File: src/rtl/cmdin_acc_sched_if.sv
// Packet stream channel (data/dest/last with valid/ready) used for the scheduler's
// two command inputs and its single output toward the interconnection.
interface cmdin_acc_sched_if #(
    parameter int DEST_W = 8
);
    logic [63:0]       data;
    logic [DEST_W-1:0] dest;
    logic              last;
    logic              valid;
    logic              ready;

    modport master (output data, output dest, output last, output valid, input  ready);
    modport slave  (input  data, input  dest, input  last, input  valid, output ready);
endinterface

File: src/rtl/cmdin_acc_sched.sv
// Whole-packet scheduler merging host commands (s0) and spawned tasks (s1) onto one stream,
// dispatching a packet only when its target accelerator is idle in the busy bitmap.
module cmdin_acc_sched #(
    parameter int NUM_ACCS = 16,
    parameter int DEST_W   = 8
) (
    input  logic                 clk,
    input  logic                 rst,
    cmdin_acc_sched_if.slave     s0,
    cmdin_acc_sched_if.slave     s1,
    cmdin_acc_sched_if.master    m,
    input  logic                 fin_valid,
    input  logic [DEST_W-1:0]    fin_id,
    output logic [NUM_ACCS-1:0]  busy,
    output logic                 err_dest
);

    typedef enum logic {IDLE, FWD} state_t;

    state_t              r_state;
    state_t              w_state_next;
    logic                r_gsel;
    logic                r_rr;
    logic                r_err_dest;
    logic [NUM_ACCS-1:0] r_busy;

    logic [NUM_ACCS-1:0] w_oh0;
    logic [NUM_ACCS-1:0] w_oh1;
    logic [NUM_ACCS-1:0] w_fin_oh;
    logic [NUM_ACCS-1:0] w_grant_oh;
    logic                w_elig0;
    logic                w_elig1;
    logic                w_grant;
    logic                w_grant_sel;
    logic                w_pkt_done;

    // One-hot decodes; an out-of-range id simply decodes to all zeros.
    genvar gi;
    generate
        for (gi = 0; gi < NUM_ACCS; gi++) begin : g_dec
            assign w_oh0[gi]      = (s0.dest == DEST_W'(gi));
            assign w_oh1[gi]      = (s1.dest == DEST_W'(gi));
            assign w_fin_oh[gi]   = fin_valid && (fin_id == DEST_W'(gi));
            assign w_grant_oh[gi] = w_grant && (w_grant_sel ? w_oh1[gi] : w_oh0[gi]);
        end
    endgenerate

    assign w_elig0 = s0.valid && (|w_oh0) && !(|(w_oh0 & r_busy));
    assign w_elig1 = s1.valid && (|w_oh1) && !(|(w_oh1 & r_busy));

    always_comb begin
        w_state_next = r_state;
        w_grant      = 1'b0;
        w_grant_sel  = 1'b0;
        w_pkt_done   = 1'b0;
        m.data       = '0;
        m.dest       = '0;
        m.last       = 1'b0;
        m.valid      = 1'b0;
        s0.ready     = 1'b0;
        s1.ready     = 1'b0;
        case (r_state)
            IDLE: begin
                if (w_elig0 || w_elig1) begin
                    w_grant      = 1'b1;
                    w_grant_sel  = (w_elig0 && w_elig1) ? r_rr : w_elig1;
                    w_state_next = FWD;
                end
            end
            FWD: begin
                if (r_gsel) begin
                    m.data   = s1.data;
                    m.dest   = s1.dest;
                    m.last   = s1.last;
                    m.valid  = s1.valid;
                    s1.ready = m.ready;
                end else begin
                    m.data   = s0.data;
                    m.dest   = s0.dest;
                    m.last   = s0.last;
                    m.valid  = s0.valid;
                    s0.ready = m.ready;
                end
                if (m.valid && m.ready && m.last) begin
                    w_pkt_done   = 1'b1;
                    w_state_next = IDLE;
                end
            end
            default: w_state_next = IDLE;
        endcase
    end

    always_ff @(posedge clk) begin
        if (rst) begin
            r_state    <= IDLE;
            r_busy     <= '0;
            r_rr       <= 1'b0;
            r_gsel     <= 1'b0;
            r_err_dest <= 1'b0;
        end else begin
            r_state <= w_state_next;
            // A grant set overrides a same-cycle (necessarily spurious) finish on that id.
            r_busy  <= (r_busy & ~w_fin_oh) | w_grant_oh;
            if (w_grant) begin
                r_gsel <= w_grant_sel;
            end
            if (w_pkt_done) begin
                r_rr <= ~r_gsel;
            end
            r_err_dest <= r_err_dest | (s0.valid && !(|w_oh0)) | (s1.valid && !(|w_oh1));
        end
    end

    assign busy     = r_busy;
    assign err_dest = r_err_dest;

endmodule

File: src/flat_wrapper.sv
// flat-port wrapper written by rule: the top's interface ports become plain ports
module cmdin_acc_sched_flat 
#(
    parameter int NUM_ACCS = 16,
    parameter int DEST_W   = 8
)
  (clk, rst, fin_valid, fin_id, busy, err_dest, s0_data, s0_dest, s0_last, s0_valid, s0_ready, s1_data, s1_dest, s1_last, s1_valid, s1_ready, m_data, m_dest, m_last, m_valid, m_ready);
  cmdin_acc_sched_if #(.DEST_W(DEST_W)) s0_i ();
  cmdin_acc_sched_if #(.DEST_W(DEST_W)) s1_i ();
  cmdin_acc_sched_if #(.DEST_W(DEST_W)) m_i ();
  input  logic clk;
  input  logic rst;
  input  logic fin_valid;
  input  logic [DEST_W-1:0] fin_id;
  output logic [NUM_ACCS-1:0] busy;
  output logic err_dest;
  input wire logic [$bits(s0_i.data)-1:0] s0_data;
  input wire logic [$bits(s0_i.dest)-1:0] s0_dest;
  input wire logic [$bits(s0_i.last)-1:0] s0_last;
  input wire logic [$bits(s0_i.valid)-1:0] s0_valid;
  output wire logic [$bits(s0_i.ready)-1:0] s0_ready;
  input wire logic [$bits(s1_i.data)-1:0] s1_data;
  input wire logic [$bits(s1_i.dest)-1:0] s1_dest;
  input wire logic [$bits(s1_i.last)-1:0] s1_last;
  input wire logic [$bits(s1_i.valid)-1:0] s1_valid;
  output wire logic [$bits(s1_i.ready)-1:0] s1_ready;
  output wire logic [$bits(m_i.data)-1:0] m_data;
  output wire logic [$bits(m_i.dest)-1:0] m_dest;
  output wire logic [$bits(m_i.last)-1:0] m_last;
  output wire logic [$bits(m_i.valid)-1:0] m_valid;
  input wire logic [$bits(m_i.ready)-1:0] m_ready;
  assign s0_i.data = s0_data;
  assign s0_i.dest = s0_dest;
  assign s0_i.last = s0_last;
  assign s0_i.valid = s0_valid;
  assign s0_ready = s0_i.ready;
  assign s1_i.data = s1_data;
  assign s1_i.dest = s1_dest;
  assign s1_i.last = s1_last;
  assign s1_i.valid = s1_valid;
  assign s1_ready = s1_i.ready;
  assign m_data = m_i.data;
  assign m_dest = m_i.dest;
  assign m_last = m_i.last;
  assign m_valid = m_i.valid;
  assign m_i.ready = m_ready;
  cmdin_acc_sched #(.NUM_ACCS(NUM_ACCS), .DEST_W(DEST_W)) u_core (.clk(clk), .rst(rst), .s0(s0_i), .s1(s1_i), .m(m_i), .fin_valid(fin_valid), .fin_id(fin_id), .busy(busy), .err_dest(err_dest));
endmodule
File: config.mk
export PLATFORM = sky130hd
export DESIGN_NAME = cmdin_acc_sched_flat
export DESIGN_NICKNAME = d
export VERILOG_FILES = /design/src/rtl/cmdin_acc_sched_if.sv /design/src/rtl/cmdin_acc_sched.sv /design/src/flat_wrapper.sv
export SDC_FILE = /design/constraint.sdc
export NUM_CORES = 1
export LEC_CHECK = 0
export ABC_AREA = 1
export ABC_CLOCK_PERIOD_IN_PS = 2300
export CORE_MARGIN = 5
export CORE_UTILIZATION = 25
export DETAILED_ROUTE_END_ITERATION = 10
export PLACE_DENSITY_LB_ADDON = 0.08
export SLEW_MARGIN = 20
export SYNTH_ARGS = -nofsm -noshare
export SYNTH_HDL_FRONTEND = slang
export SYNTH_SLANG_ARGS = --single-unit
File: constraint.sdc
create_clock -name clk -period 2.3 [get_ports clk]
set_input_delay 0.46 -clock clk [delete_from_list [all_inputs] [get_ports clk]]
set_output_delay 0.46 -clock clk [all_outputs]
set_load 0.005 [all_outputs]
==> summary.md <==
| Metric | Value |
|---|---|
| Outcome | `completed` |
| First-pass GRT wire length | `about 25 mm` |
| Main synth FF type | `dfxtp_1` |
| Inserted Clock Buffers | `3` |
| Final Hold Violating Endpoints | `0` |
| Vias per cell | `5.00` |
| Number of global-route vias before repair | `around 4400` |
| Max-cap violation count | `0` |
| Synthesis-stage register bit count | `20` |
| Clock Sink Count | `20` |
| Pin count of the biggest net entering global routing | `67` |
| I/O pin total | `253` |
| Synthesized Nets | `roughly 700` |
| CTS tree | `yes` |
| Initial Utilization | `25.5%` |
| Placement-stage cell area | `around 6000 µm²` |
| Maximum clock path buffer count | `2` |
| CP max stage delay | `around 0.46 ns` |
| Die Wd | `118 µm` |
| CP max stage cell | `clkdlybuf4s50_1` |
| Port bufs | `252` |
| Max VDD drop | `about 0.00034 V` |
| Post-route ant nets | `0` |
| Worst clock skew | `between 0.003 and 0.004 ns` |
| Post-Syn Area | `around 3000 µm²` |
| PD cells | `between 200 and 250 nW/µm²` |
| Yosys Warn Count | `0` |
| Worst slew pin tran | `about 0.35 ns` |
| Mean Syn Cell Area | `5.36 µm²` |
| Post-synth cell types | `29` |
| Mapped Cells | `about 540` |
| Min Tclk post-route | `between 2 and 2.5 ns` |
| Grt total ovfl | `0` |
| Row cnt | `39` |
| Util after Layout | `55.4%` |
| Data required time of the worst path | `~2.5 ns` |
| Share of cells above drive strength 1 | `between 10% and 20%` |
| Worst Path Max Fanout | `11` |
| H-tree depth | `1` |
| Antenna diode count | `0` |
| Core Area | `about 11000 µm²` |
| Relative slew margins | `roughly three quarters` |
| Leakage power | `about 0.0026 µW` |
| Tightest Hold Check Type | `reg2reg` |
| Latest clock arrival within the worst-skew pair | `0.26 ns` |
| Crit path cell chain | `clkdlybuf4s50_1, inv_1, nand2_2, nor2_4, buf_12, nand3_1, nand2_1, nor2_2, nand2_2, nor2_4, nand3_4, clkbuf_16, nand3_1, nand3_2, a21oi_2` |
| Hold_ws | `0.523 ns` |
| Worst setup path class | `in2reg` |
| Worst Path Buf+Inv | `4` |
| WL final | `~17 mm` |
| Worst Setup End Kind | `flip-flop` |
| Final net count | `roughly 1000` |
| Post-Layout Inst Area | `between 6000 and 7000 µm²` |
| Ys async rst share | `0%` |
| GPL Wtd Cong | `around 0.9` |
| Post-synth EDFFs | `0` |
| DRC | `0` |
| Hpwl dp | `about 13 mm` |
| Sum of negative setup slack | `0 ns` |
| CTS Hold Buffers Added | `0` |
| Avg WL per Cell | `about 18 µm` |
| DRT Pass-1 Iters | `5` |
| Clock Pin Slew Worst Setup and Hold Paths | `0.06 ns` |
| Family with the most delay on the worst path | `simple AND/OR/NAND/NOR gates` |
| Root Buffer | `clkbuf_16` |
| Final setup fails | `0` |
| Die Area | `13900 µm²` |
| Chip height | `~120 µm` |
| Final period util | `98.2%` |
| Max-slew violations | `0` |
| GRT Overall Usage | `a little over a fifth` |
| Area grow syn2layout | `117%` |
| DR vias | `slightly below 5000` |
| Achievable Freq | `around 440 MHz` |
| Unrepaired setup endpoints after global routing | `true` |
| Crit path DAT | `2.45 ns` |
| DR iter-0 viols | `around 320` |
| Startpoint Class | `primary input` |
| Register area share after synthesis | `13.7%` |
| Initial antenna violation count | `0` |
[where the power goes]
group          switching (µW)  internal (µW)
sequential               4.34            349
clock                     145            346
combinational             241            384
[cell type report]
cell class,instances,area (µm²)
tap,143,179
multi-input combinational,451,2350
clock buffer,3,75.1
inverter,41,159
timing repair buffer,311,3130
clock inverter,1,30.0
sequential,20,405
fill,1135,5090
[worst register-to-register path: stages (launching register included)]
cell       delay, ns
dfxtp_1         0.37
nand3_1         0.11
nand2_1         0.06
nor2_2          0.12
nand2_2         0.09
nor2_4          0.17
nand3_4         0.18
clkbuf_16       0.21
nand3_1         0.10
nand3_2         0.09
a21oi_2         0.10
[synth_stat cells (2+ instances only)]
cell type,count,area share (%)
nand3_4,3,1.8
o21ai_0,18,3.1
o22ai_1,8,1.7
clkbuf_1,19,2.4
a21oi_1,73,13
buf_6,4,1.5
nand2_1,194,25
buf_2,3,0.52
nor2_2,7,1.5
nor2_1,35,4.5
dfxtp_1,20,14
buf_1,7,0.90
nand4_1,16,3.4
nand3_2,10,3.4
nand2_2,3,0.64
nand3_1,58,10
nor3_1,2,0.34
inv_1,32,4.1
nor2_4,4,1.5
a21oi_2,9,2.7
mux2i_1,2,0.69
inv_2,9,1.2
[per-layer routing]
metal | track usage, % | part of all wire [%] | vias up
li1 | - | - | 2370
met1 | 28.7 | 41 | 2210
met2 | 37.4 | 49 | 253
met3 | 5.00 | 8.6 | 18
met4 | 2.80 | 1.0 | 0
met5 | 0 | 0 | -
[timing repair]
item,4_1_cts,5_1_grt
resized for setup,10,55
hold endpoints to repair,0,0
buffers inserted,2,4
setup endpoints to repair,29,32
gates cloned,1,4
pin swaps,1,16
[placed cells by master (no fill, tap or decap), types with 2 or more instances in the layout]
cell             netlist  routed
clkdlybuf4s50_1        0     238
nand2_1              194     184
a21oi_1               73      69
nand3_1               58      49
buf_4                  0      44
nor2_1                35      29
inv_1                 32      28
nand3_2               10      19
o21ai_0               18      18
dfxtp_1               20      18
nand4_1               16      16
a21oi_2                9      13
inv_2                  9      12
nand2_2                3      12
nor2_2                 7      11
o22ai_1                8       8
nor2_4                 4       8
dlymetal6s2s_1         0       8
buf_12                 0       7
clkbuf_16              0       6
dlygate4sd2_1          0       6
nand3_4                3       3
mux2i_1                2       2
nor3_1                 2       2
buf_6                  4       2
clkbuf_4               0       2
[flip-flops by register name, summed over array words and instances, names as in the netlist]
signal and cells:
u_core.r_gsel 1, u_core.err_dest 1, u_core.r_state 1, u_core.busy 16
u_core.r_rr 1
[worst paths after layout]
check,cells past startpoint,startpoint,slack (ns),endpoint
worst max register to register,10,u_core.busy[6]$_SDFF_PP0_,0.63,u_core.busy[2]$_SDFF_PP0_
worst min register to register,2,u_core.r_rr$_SDFFE_PP0P_,0.52,u_core.r_rr$_SDFFE_PP0P_
worst max-delay path,15,s0_dest[4],0.04,u_core.busy[2]$_SDFF_PP0_
worst min-delay path,2,u_core.r_rr$_SDFFE_PP0P_,0.52,u_core.r_rr$_SDFFE_PP0P_
[cell families after synthesis]
family          count (synthesis)  share of synthesized area, %
mux                             2                         0.687
flops                          20                          13.7
buf+inv                        74                          10.7
compound gates                111                          21.1
simple gates                  336                          53.7
[through the flow]
| stage | instances | total power (µW) | setup slack (ns) |
|---|---|---|---|
| final | 970 | 1470 | 0.0413 |
| after floorplan | 543 | 532 | 0.450 |
| after CTS | 962 | 1450 | 0.0103 |
| after global routing | 970 | 1530 | -0.0442 |
| after detailed placement | 955 | 956 | -0.316 |
| after global placement | 955 | 950 | -0.311 |
No activity file was read; power rests on OpenSTA's default activity.
